**src/rtl/dmem_port_arbiter_pkg.sv**
```systemverilog
// dmem_port_arbiter_pkg: shared state encodings, wait guard and master indices
package dmem_port_arbiter_pkg;
  typedef enum logic [2:0] {
    DRAIN = 3'd0,
    IDLE  = 3'd1,
    ISSUE = 3'd2,
    WAIT  = 3'd3,
    DONE  = 3'd4
  } state_t;
  localparam int   WAIT_GUARD = 4;
  localparam logic M0 = 1'b0;
  localparam logic M1 = 1'b1;
endpackage

```
**src/rtl/dmem_port_arbiter_rr_pick2.sv**
```systemverilog
// rr_pick2: two-input round-robin / fixed-priority pick
module rr_pick2
  import dmem_port_arbiter_pkg::*;
(
  input  logic req0_i,
  input  logic req1_i,
  input  logic last_i,
  input  logic fixed_i,
  output logic grant_o,
  output logic valid_o
);
  assign valid_o = req0_i | req1_i;
  assign grant_o = (req0_i & req1_i) ? (fixed_i ? M0 : ~last_i) : (req1_i ? M1 : M0);
endmodule

```
**src/rtl/dmem_port_arbiter.sv**
```systemverilog
// dmem_port_arbiter: shares one data memory between two masters, sequencing
// strobe, stall window and read-data capture into a one-cycle ack.
module dmem_port_arbiter
  import dmem_port_arbiter_pkg::*;
#(
  parameter int FIXED_PRIO = 0
) (
  input  logic        clk,
  input  logic        reset,
  input  logic        m0_req,
  input  logic        m0_we,
  input  logic [31:0] m0_addr,
  input  logic [31:0] m0_wdata,
  input  logic [3:0]  m0_sign_mask,
  output logic        m0_ack,
  output logic [31:0] m0_rdata,
  input  logic        m1_req,
  input  logic        m1_we,
  input  logic [31:0] m1_addr,
  input  logic [31:0] m1_wdata,
  input  logic [3:0]  m1_sign_mask,
  output logic        m1_ack,
  output logic [31:0] m1_rdata,
  output logic [31:0] mem_addr,
  output logic [31:0] mem_write_data,
  output logic [3:0]  mem_sign_mask,
  output logic        mem_memread,
  output logic        mem_memwrite,
  input  logic [31:0] mem_read_data,
  input  logic        mem_clk_stall,
  output logic        busy
);
  state_t      state_q, state_d;
  logic        gnt_q, gnt_d, last_q, last_d, seen_q, seen_d, we_q, we_d;
  logic [1:0]  cnt_q, cnt_d;
  logic [31:0] addr_q, addr_d, wdata_q, wdata_d, rdata0_q, rdata0_d, rdata1_q, rdata1_d;
  logic [3:0]  mask_q, mask_d;
  logic        rd_q, rd_d, wr_q, wr_d, ack0_q, ack0_d, ack1_q, ack1_d, busy_q, busy_d;
  logic        pick, pick_valid, finish;

  rr_pick2 u_pick (
    .req0_i (m0_req),
    .req1_i (m1_req),
    .last_i (last_q),
    .fixed_i(FIXED_PRIO != 0),
    .grant_o(pick),
    .valid_o(pick_valid)
  );

  // Complete after a seen stall window ends, or when the guard expires without any stall.
  assign finish = !mem_clk_stall && (seen_q || cnt_q == 2'(WAIT_GUARD - 1));

  always_comb begin
    state_d  = state_q;
    gnt_d    = gnt_q;
    last_d   = last_q;
    seen_d   = seen_q;
    we_d     = we_q;
    cnt_d    = cnt_q;
    addr_d   = addr_q;
    wdata_d  = wdata_q;
    mask_d   = mask_q;
    rdata0_d = rdata0_q;
    rdata1_d = rdata1_q;
    rd_d     = 1'b0;
    wr_d     = 1'b0;
    ack0_d   = 1'b0;
    ack1_d   = 1'b0;
    case (state_q)
      DRAIN: state_d = mem_clk_stall ? DRAIN : IDLE;
      IDLE: if (pick_valid) begin
        state_d = ISSUE;
        gnt_d   = pick;
        last_d  = pick;
        we_d    = pick ? m1_we : m0_we;
        addr_d  = pick ? m1_addr : m0_addr;
        wdata_d = pick ? m1_wdata : m0_wdata;
        mask_d  = pick ? m1_sign_mask : m0_sign_mask;
        wr_d    = we_d;
        rd_d    = !we_d;
      end
      ISSUE: begin
        state_d = WAIT;
        seen_d  = 1'b0;
        cnt_d   = '0;
      end
      WAIT: begin
        cnt_d  = cnt_q + 2'd1;
        seen_d = seen_q | mem_clk_stall;
        if (finish) begin
          state_d  = DONE;
          ack0_d   = gnt_q == M0;
          ack1_d   = gnt_q == M1;
          rdata0_d = (seen_q && !we_q && gnt_q == M0) ? mem_read_data : rdata0_q;
          rdata1_d = (seen_q && !we_q && gnt_q == M1) ? mem_read_data : rdata1_q;
        end
      end
      DONE: state_d = IDLE;
      default: state_d = DRAIN;
    endcase
    busy_d = state_d != IDLE;
  end

  always_ff @(posedge clk) begin
    if (reset) begin
      state_q  <= DRAIN;
      gnt_q    <= M0;
      last_q   <= M1;
      seen_q   <= 1'b0;
      we_q     <= 1'b0;
      cnt_q    <= '0;
      addr_q   <= '0;
      wdata_q  <= '0;
      mask_q   <= '0;
      rdata0_q <= '0;
      rdata1_q <= '0;
      rd_q     <= 1'b0;
      wr_q     <= 1'b0;
      ack0_q   <= 1'b0;
      ack1_q   <= 1'b0;
      busy_q   <= 1'b1;
    end else begin
      state_q  <= state_d;
      gnt_q    <= gnt_d;
      last_q   <= last_d;
      seen_q   <= seen_d;
      we_q     <= we_d;
      cnt_q    <= cnt_d;
      addr_q   <= addr_d;
      wdata_q  <= wdata_d;
      mask_q   <= mask_d;
      rdata0_q <= rdata0_d;
      rdata1_q <= rdata1_d;
      rd_q     <= rd_d;
      wr_q     <= wr_d;
      ack0_q   <= ack0_d;
      ack1_q   <= ack1_d;
      busy_q   <= busy_d;
    end
  end

  assign m0_ack         = ack0_q;
  assign m1_ack         = ack1_q;
  assign m0_rdata       = rdata0_q;
  assign m1_rdata       = rdata1_q;
  assign mem_addr       = addr_q;
  assign mem_write_data = wdata_q;
  assign mem_sign_mask  = mask_q;
  assign mem_memread    = rd_q;
  assign mem_memwrite   = wr_q;
  assign busy           = busy_q;
endmodule

```
**config.mk**
```make
export PLATFORM = sky130hd
export DESIGN_NAME = dmem_port_arbiter
export DESIGN_NICKNAME = d
export VERILOG_FILES = /design/src/rtl/dmem_port_arbiter_pkg.sv /design/src/rtl/dmem_port_arbiter_rr_pick2.sv /design/src/rtl/dmem_port_arbiter.sv
export SDC_FILE = /design/constraint.sdc
export NUM_CORES = 1
export LEC_CHECK = 0
export BUFFER_PORTS_ARGS = -buffer_cell sky130_fd_sc_hd__buf_2
export CAP_MARGIN = 20
export CORE_AREA = 2 2 120 122
export DETAILED_ROUTE_END_ITERATION = 12
export DIE_AREA = 0 0 122 124
export PLACE_DENSITY = 0.81
export SYNTH_ARGS = -nofsm -noshare
export SYNTH_HDL_FRONTEND = slang
export SYNTH_SLANG_ARGS = --single-unit
```
**constraint.sdc**
```tcl
create_clock -name clk -period 4.67 [get_ports clk]
set_input_delay 0.2335 -clock clk [delete_from_list [all_inputs] [get_ports clk]]
set_output_delay 0.2335 -clock clk [all_outputs]
set_load 0.02 [all_outputs]
```
Word level (Yosys, flattened, before mapping)
Cells that the tools add are included.

Bits in registers: 146. Input port bits: 175. Output and inout port bits: 137. Logic and storage cells: 59.

Add/sub/neg operators: 1. Eq/ne operators: 6. Mux-type cells: 12. Bitwise gates (word level): 9. Reduce and logical (&&, ||, !) cells: 15.

Operator list (count): $mux W32 (2); $pmux W3 S5 (1); $eq A3 B2 Y1 const B (2); $mux W3 (2); $not A1 Y1 (6); $reduce_and A3 Y1 (2); $reduce_or A3 Y1 (2); $logic_and A1 B1 Y1 (4); $mux W1 (4); $mux W4 (1); $pmux W2 S2 (1); $eq A3 B1 Y1 const B (1); $eq A3 B3 Y1 const B (1); $logic_not A1 Y1 (3); $logic_not A3 Y1 (1); $ne A3 B1 Y1 const B (1); $add A2 B1 Y2 const B (1); $eq A2 B2 Y1 const B (1); $or A1 B1 Y1 (2); $pmux W1 S2 (1); $reduce_and A2 Y1 (1); $reduce_bool A2 Y1 (1); $and A1 B1 Y1 (1); $logic_or A1 B1 Y1 (1).

Logic depth before layout (Yosys ltp)
Gate-level depths: netlist of run 1.

Depth in word-level cells: 6. Gate-level depth with buffers: 7. Gate-level depth less buffers: 4.

Modules after synthesis
From an unflattened synthesis of run 1, not the netlist that was laid out.

Cells, all modules: 607. Area, all modules: 6232.2 µm².

By module, submodules not included: dmem_port_arbiter (times used 1, cells each 604, area an instance 6214.7 µm², sequential area each 2922.8 µm²); rr_pick2 (times used 1, cells each 3, area an instance 17.5 µm², sequential area each 0.0 µm²).

Worst setup path before layout of run 1
OpenSTA, ideal clock, no wires.

Kind: register -> register. From: register state_q[0]. To: register addr_q[0] (netlist: mem_addr[0]). Setup time: 0.086 ns. Data arrival time: 1.750 ns. Data required time: 4.584 ns. Setup slack: 2.833 ns. Cell stages (with the launch flop): 8. Path buffers: 4. Period minus slack after synthesis: 1.837 ns. Cells stage by stage: dfxtp_1 -> buf_4 -> or3b_1 -> buf_2 -> or3_1 -> buf_4 -> buf_6 -> a221oi_2.

Cells in the longest elaborated chain, start to end: 2.

RTL lines: start: declaration (RTL line dmem_port_arbiter.sv:33) `state_t state_q, state_d;`; start signal: assignment (RTL line dmem_port_arbiter.sv:123) `state_q <= state_d;`; $eq A3 B1 Y1 (RTL line dmem_port_arbiter.sv:69) `case (state_q)`; $reduce_and A2 Y1 (no line); end signal: assignment (RTL line dmem_port_arbiter.sv:129) `addr_q <= addr_d;`; end: declaration (RTL line dmem_port_arbiter.sv:36) `logic [31:0] addr_q, addr_d, wdata_q, wdata_d, rdata0_q, rdata0_d, rdata1_q, rdata1_d;`.

No other way between the ends. A chain may end at the register's enable or synchronous reset.

Worst setup path after layout of run 1
From: register state_q[0]. To: register wdata_q[5] (netlist: mem_write_data[5]).

Cells in the longest elaborated chain, start to end: 2.

RTL lines: $eq A3 B1 Y1 (RTL line dmem_port_arbiter.sv:69); $reduce_and A2 Y1 (no line); end signal: assignment (RTL line dmem_port_arbiter.sv:130) `wdata_q <= wdata_d;`; end: declaration (RTL line dmem_port_arbiter.sv:36).

No other way between the ends.

==> summary.md, run 1 <==
| Metric | Value |
|---|---|
| Area of the multi-input gates | 0.00295 sq mm |
| Core ar. | 0.0137 sq mm |
| Initial antenna violation count | 1 |
| Power, Total | 3530 uW |
| Final Hold Viols | 0 |
| EDFF count, synth | 0 |
| Critical-path top delay cell | or3b_2 |
| Die ar. | 0.0151 sq mm |
| Leading area contributor after synthesis | dfxtp_1 |
| Post-Synthesis Cell Area | 0.00642 sq mm |
| Worst-Skew Late Latency | 0.41 ns |
| I/O Buffers | 311 |
| Wire per inst | 15.2 microns |
| Via count | 5851 |
| Leak | 0.00417 uW |
| Max-cap violations | 0 |
| Gr ovfl total | 0 |
| Die height | 124 microns |
| Place WS | 2.05 ns |
| Tightest Hold Check Type | primary input to flip-flop |
| DRT Pass-1 Iters | 4 |
| Core Util, Final | 0.626 |
| Residual DRC | 0 |
| Ys Warns | 0 |
| Layout Nets | 1141 |
| Post-cts repair resize count | 0 |
| Register area | 0.00292 sq mm |
| RSZ-0062 raised after global routing | no |
| Routability cong. | 0.789 |
| Post-synthesis average cell area | 9.36 sq um |
| CTS sink cnt | 146 |
| CP delay by family, top | simple AND/OR/NAND/NOR gates |
| Pwr dens | 411 mW/mm^2 |
| Setup Crit Path Kind | flip-flop to flip-flop |
| Cells along the critical path | or3b_2 -> buf_4 -> nor3b_4 -> buf_12 -> a221oi_2 |
| Peak supply drop | 0.228 mV |
| Yosys cell types | 33 |
| I/O Pins | 312 |
| CP bufs+invs | 2 |
| Reg clk slew, reported paths | 0.07 ns |
| Final Hold Slack | 0.0611 ns |
| Slew @ Worst Pin | 0.991 ns |
| Share of the synthesized area in the top cell type | 0.455 |
| Root Driver | clkbuf_16 |
| Pins Over Slew Limit | 0 |
| Min Tclk post-route | 2.65 ns |
| DIE WIDTH | 122 microns |
| Crit end category | flip-flop |
| Min-delay src | m0_wdata[22] |
| Filler Cell Count | 1143 |
| Global-route wire length before repair | 26.5 mm |
| Synth top area cells | dfxtp_1 46%, a221oi_2 16%, mux2i_1 10% |
| Critical Path Start | state_q[0] |
| Area Overhead vs Synth | 33.8% |
| Startpoint Class | flip-flop |
| Hold Buf Count CTS | 0 |
| FFs w/ async S/R, synth | 0 |
| Worst Path Arrival | 2.90 ns |
| Yosys reg bits | 146 |
| Clock Tree Buf Depth | 2 |
| Max incr delay on CP | 0.49 ns |
| CTS tree | built |
| DR iter-0 viols | 302 |
| H-tree depth | 4 |
| Pin count of the biggest net entering global routing | 76 |
| Period utilization | 0.567 |
| Postcts setup bufs | 0 |
| Commonest cells post-synth | 170 x nand2_1, 146 x dfxtp_1, 71 x inv_1, 71 x nor3_1, 69 x a221oi_2 |
| Max_slew headroom | 0.340 |
| Tot GR Track Use | 0.223 |
| Rows | 43 |
| Final worst setup slack | 2.02 ns |
| Vias/cell | 5.05 |
| Total Wirelength | 17.6 mm |
| Crit path required time | 4.92 ns |
| Final number of setup-violating endpoints | 0 |
| Share of cells above drive strength 1 | 0.437 |
| Vias in the first global route | 5475 |
| FF-to-FF Start | state_q[0] |
| Setup Skew | 0.00774 ns |
| Number of nets with antenna violations after routing | 0 |
| Reg-to-reg slack, setup | 2.02 ns |
| Ys flop type | dfxtp_1 |
| Post-Synthesis Cells | 686 |
| Initial core utilization | 0.468 |
| Seq/Total Area, Yosys | 0.455 |
| Syn Nets | 862 |
| Num CTS Buffers | 17 |
| Final TNS setup | 0 ns |
| Status | complete, no violations |
| FMAX | 378 MHz |
| Most frequent cell after synthesis | nand2_1 |
| CP max FO | 72 |
| DP HPWL | 12.4 mm |
==> flip-flops by register name, summed over array words and instances, names as in the netlist <==
register and count:
m0_rdata 32, m1_rdata 32, mem_addr 32, mem_write_data 32, mem_sign_mask 4, state_q 3
cnt_q 2, busy 1, gnt_q 1, last_q 1, m0_ack 1, m1_ack 1
mem_memread 1, mem_memwrite 1, seen_q 1, we_q 1
==> cell families after synthesis <==
logic type	count (synthesis)	share of synthesized area
muxes	65	0.101
adders and majority gates	1	0.00195
buffers and inverters	130	0.0888
AOI/OAI and AO/OA	80	0.173
DFF	146	0.455
and+or+nand+nor	264	0.180
==> routing by layer <==
| metal | up-vias | wire [microns] | track usage |
|---|---|---|---|
| li1 | 2907 | - | - |
| met1 | 2674 | 7120 | 0.255 |
| met2 | 240 | 8500 | 0.383 |
| met3 | 30 | 1530 | 0.0733 |
| met4 | 0 | 450 | 0.0955 |
| met5 | - | 0 | 0 |
==> final cells by class <==
type                    count  area share
diodes                      1    0.000291
well taps                 180      0.0262
inverters                  72      0.0317
multi-input cells         410       0.343
clock inverters            15      0.0201
repair buffers            318       0.189
flip-flops and latches    146       0.340
clock buffers              17      0.0495
==> per-stage QoR <==
stage | cells | area [sq um]
2_1_floorplan | 686 | 6420
3_3_place_gp | 1126 | 7990
3_5_place_dp | 1126 | 7990
4_1_cts | 1158 | 8590
5_1_grt | 1158 | 8590
6_report | 1159 | 8590
==> power by group <==
part / switching [uW] / leakage, uW / internal [uW] / total (uW)
sequential: 70.5 / 0.00119 / 1370 / 1440
clock: 570 / 0.000289 / 804 / 1370
combinational: 454 / 0.00269 / 269 / 724
==> cell usage in the layout, fill, tap and decap left out, drive strengths merged <==
| cell | synthesis | final |
|---|---|---|
| bufinv | 0 | 2 |
| nor2 | 5 | 5 |
| or3 | 2 | 2 |
| buf | 23 | 318 |
| nand3 | 2 | 2 |
| nand4bb | 1 | 1 |
| clkinv | 1 | 4 |
| clkinvlp | 0 | 2 |
| inv | 71 | 79 |
| a211oi | 1 | 1 |
| nor4b | 1 | 1 |
| nand2b | 3 | 3 |
| nand3b | 1 | 1 |
| nand2 | 170 | 170 |
| o21ai | 1 | 1 |
| a21oi | 3 | 3 |
| a21bo | 1 | 1 |
| and2 | 1 | 1 |
| or3b | 2 | 2 |
| diode | 0 | 1 |
| mux2i | 65 | 65 |
| a221oi | 69 | 69 |
| or4bb | 1 | 1 |
| clkbuf | 35 | 17 |
| o211ai | 2 | 2 |
| nor3 | 71 | 71 |
| nor4 | 1 | 1 |
| nor2b | 2 | 2 |
| o31ai | 2 | 2 |
| nor3b | 1 | 1 |
| ha | 1 | 1 |
| dfxtp | 146 | 146 |
| o311ai | 1 | 1 |
==> final timing paths <==
kind,endpoint,cells after the start
setup / recovery,mem_write_data[5],5
setup reg to reg,mem_write_data[5],5
hold reg to reg,m0_rdata[1],2
hold / removal,mem_write_data[22],3
==> worst min-delay path, stage by stage <==
cell	delay [ns]
buf_2	0.10
inv_1	0.05
a221oi_2	0.05
No activity file was read; power rests on OpenSTA's default activity.
==> inputs of run 2 (changes only) <==
CORE_AREA = unset   (was 2 2 120 122)
CORE_MARGIN = 2   (was unset)
CORE_UTILIZATION = 46   (was unset)
DIE_AREA = unset   (was 0 0 122 124)
PLACE_DENSITY = 0.8   (was 0.81)
clock period = 2.5 ns   (was 4.67 ns; I/O delays follow)
==> summary.md, run 2 (synthesized netlist as in run 1, its figures left out) <==
| Metric | Value |
|---|---|
| Vias in the first global route | 6603 (+21%) |
| Register area | 0.00292 sq mm (unchanged) |
| Place WS | 0.359 ns (-1.69 ns) |
| Pins Over Slew Limit | 0 (unchanged) |
| DP HPWL | 12.5 mm (+0.65%) |
| Worst Path Arrival | 2.49 ns (-0.41 ns) |
| Global-route wire length before repair | 32.0 mm (+21%) |
| Startpoint Class | flip-flop |
| Cells along the critical path | or3b_2 -> or3_4 -> buf_12 -> a221oi_2 |
| Setup Crit Path Kind | flip-flop to flip-flop |
| Die height | 122 microns (-1.5%) |
| Number of nets with antenna violations after routing | 0 (unchanged) |
| Setup Skew | 0.0105 ns (+0.00272 ns) |
| Critical-path top delay cell | or3b_2 |
| Gr ovfl total | 0 (unchanged) |
| Postcts setup bufs | 0 (unchanged) |
| Max_slew headroom | 0.614 (+0.274) |
| Die ar. | 0.0149 sq mm (-1.4%) |
| Initial core utilization | 0.466 (-0.00183) |
| Final worst setup slack | 0.326 ns (-1.70 ns) |
| End of the worst hold path | m1_rdata[30] |
| I/O Pins | 312 (unchanged) |
| Area Overhead vs Synth | 49.8% |
| Wire per inst | 16.4 microns (+7.9%) |
| Pwr dens | 697 mW/mm^2 (+69%) |
| I/O Buffers | 311 (unchanged) |
| Min Tclk post-route | 2.17 ns (-0.474 ns) |
| Commonest non-fill, non-tap cell in the layout | buf_2 |
| Worst-Skew Late Latency | 0.42 ns (about the same) |
| CTS sink cnt | 146 (unchanged) |
| CP max FO | 49 (-32%) |
| Initial antenna violation count | 0 (-1) |
| FF-to-FF Start | state_q[0] |
| Share of cells above drive strength 1 | 0.399 (-0.0372) |
| Final TNS setup | 0 ns (unchanged) |
| Residual DRC | 0 (unchanged) |
| Tot GR Track Use | 0.271 (+0.0480) |
| Max incr delay on CP | 0.63 ns (+0.14 ns) |
| Slew @ Worst Pin | 0.579 ns (-0.412 ns) |
| Root Driver | clkbuf_16 |
| Num CTS Buffers | 17 (unchanged) |
| Final Hold Viols | 0 (unchanged) |
| Core ar. | 0.0138 sq mm (+0.39%) |
| Peak supply drop | 0.515 mV (+130%) |
| Filler Cell Count | 989 (-13%) |
| Layout Nets | 1242 (+8.9%) |
| Status | complete, no violations |
| FF-to-FF End | mem_addr[4] |
| CTS tree | built |
| Rows | 43 (unchanged) |
| RSZ-0062 raised after global routing | no |
| Post-cts repair resize count | 0 (unchanged) |
| Most frequent cells in the layout | 311 x buf_2, 170 x nand2_1, 146 x dfxtp_1, 95 x dlygate4sd3_1 |
| FMAX | 460 MHz (+22%) |
| Crit end category | flip-flop |
| Area of the multi-input gates | 0.00295 sq mm (unchanged) |
| DIE WIDTH | 122 microns (+0.13%) |
| DR iter-0 viols | 362 (+20%) |
| Leak | 0.00459 uW (+10%) |
| H-tree depth | 4 (unchanged) |
| Max-cap violations | 0 (unchanged) |
| Crit path required time | 2.82 ns (-2.10 ns) |
| Pin count of the biggest net entering global routing | 102 (+34%) |
| Reg-to-reg slack, setup | 0.33 ns (-1.70 ns) |
| Total Wirelength | 20.6 mm (+17%) |
| Min-delay src | mem_read_data[30] |
| Tightest Hold Check Type | primary input to flip-flop |
| Hold Buf Count CTS | 95 (+95) |
| Final number of setup-violating endpoints | 0 (unchanged) |
| CP bufs+invs | 1 (-1) |
| DRT Pass-1 Iters | 5 (+1) |
| Routability cong. | 0.792 (+0.42%) |
| Worst r2r path cells | 4 (-1) |
| CP delay by family, top | simple AND/OR/NAND/NOR gates |
| Diodes inserted | 0 (-1) |
| Hold-critical path depth | 3 (unchanged) |
| Vias/cell | 5.22 (+3.5%) |
| Period utilization | 0.869 (+0.302) |
| Reg clk slew, reported paths | 0.06 ns (about the same) |
| Via count | 6578 (+12%) |
| Clock Tree Buf Depth | 2 (unchanged) |
[run 2: per-layer routing]
layer / track usage / part of all wire
met2: 0.475 / 0.51
met5: 0 / 0
met4: 0.130 / 0.030
met1: 0.301 / 0.38
met3: 0.0801 / 0.081
[run 2: per-stage QoR]
stage / hold slack, ns / instances / util / total power (uW) / instance area (sq um)
after floorplan: 0.271 / 686 / - / 3620 / 6420
after global placement: 0.377 / 1132 / 0.587 / 4080 / 8090
after detailed placement: 0.383 / 1132 / 0.587 / 4110 / 8090
after CTS: 0.0000880 / 1259 / 0.698 / 6700 / 9620
after global routing: 0.0317 / 1259 / 0.698 / 6960 / 9620
final: 0.0194 / 1259 / 0.698 / 6700 / 9620
[run 2: worst max path at each step]
stage	from	endpoint	slack [ns]	cells after the start
6_report	state_q[0]	mem_addr[4]	0.33	4
4_1_cts	state_q[0]	mem_write_data[12]	0.34	4
5_1_grt	state_q[0]	mem_addr[12]	0.22	4
3_5_place_dp	state_q[0]	mem_write_data[13]	0.36	4
2_1_floorplan	state_q[0]	mem_addr[0]	0.66	7
3_3_place_gp	state_q[0]	mem_write_data[12]	0.41	4
[run 2: where the power goes]
part | switching (uW) | internal [uW]
Sequential | 135 | 2550
Clock | 991 | 1500
Combinational | 903 | 624
[run 2: worst reg2reg max path: stages, from the launching register on]
cell and delay (ns):
dfxtp_1 0.47, or3b_2 0.63, or3_4 0.44, buf_12 0.21, a221oi_2 0.33
[run 2: layout make-up]
type	count	share of cell area
Sequential cell	146	0.304
Multi-Input combinational cell	410	0.307
Timing Repair Buffer	419	0.277
Clock buffer	20	0.0464
Tap cell	180	0.0234
Clock inverter	12	0.0139
Inverter	72	0.0284
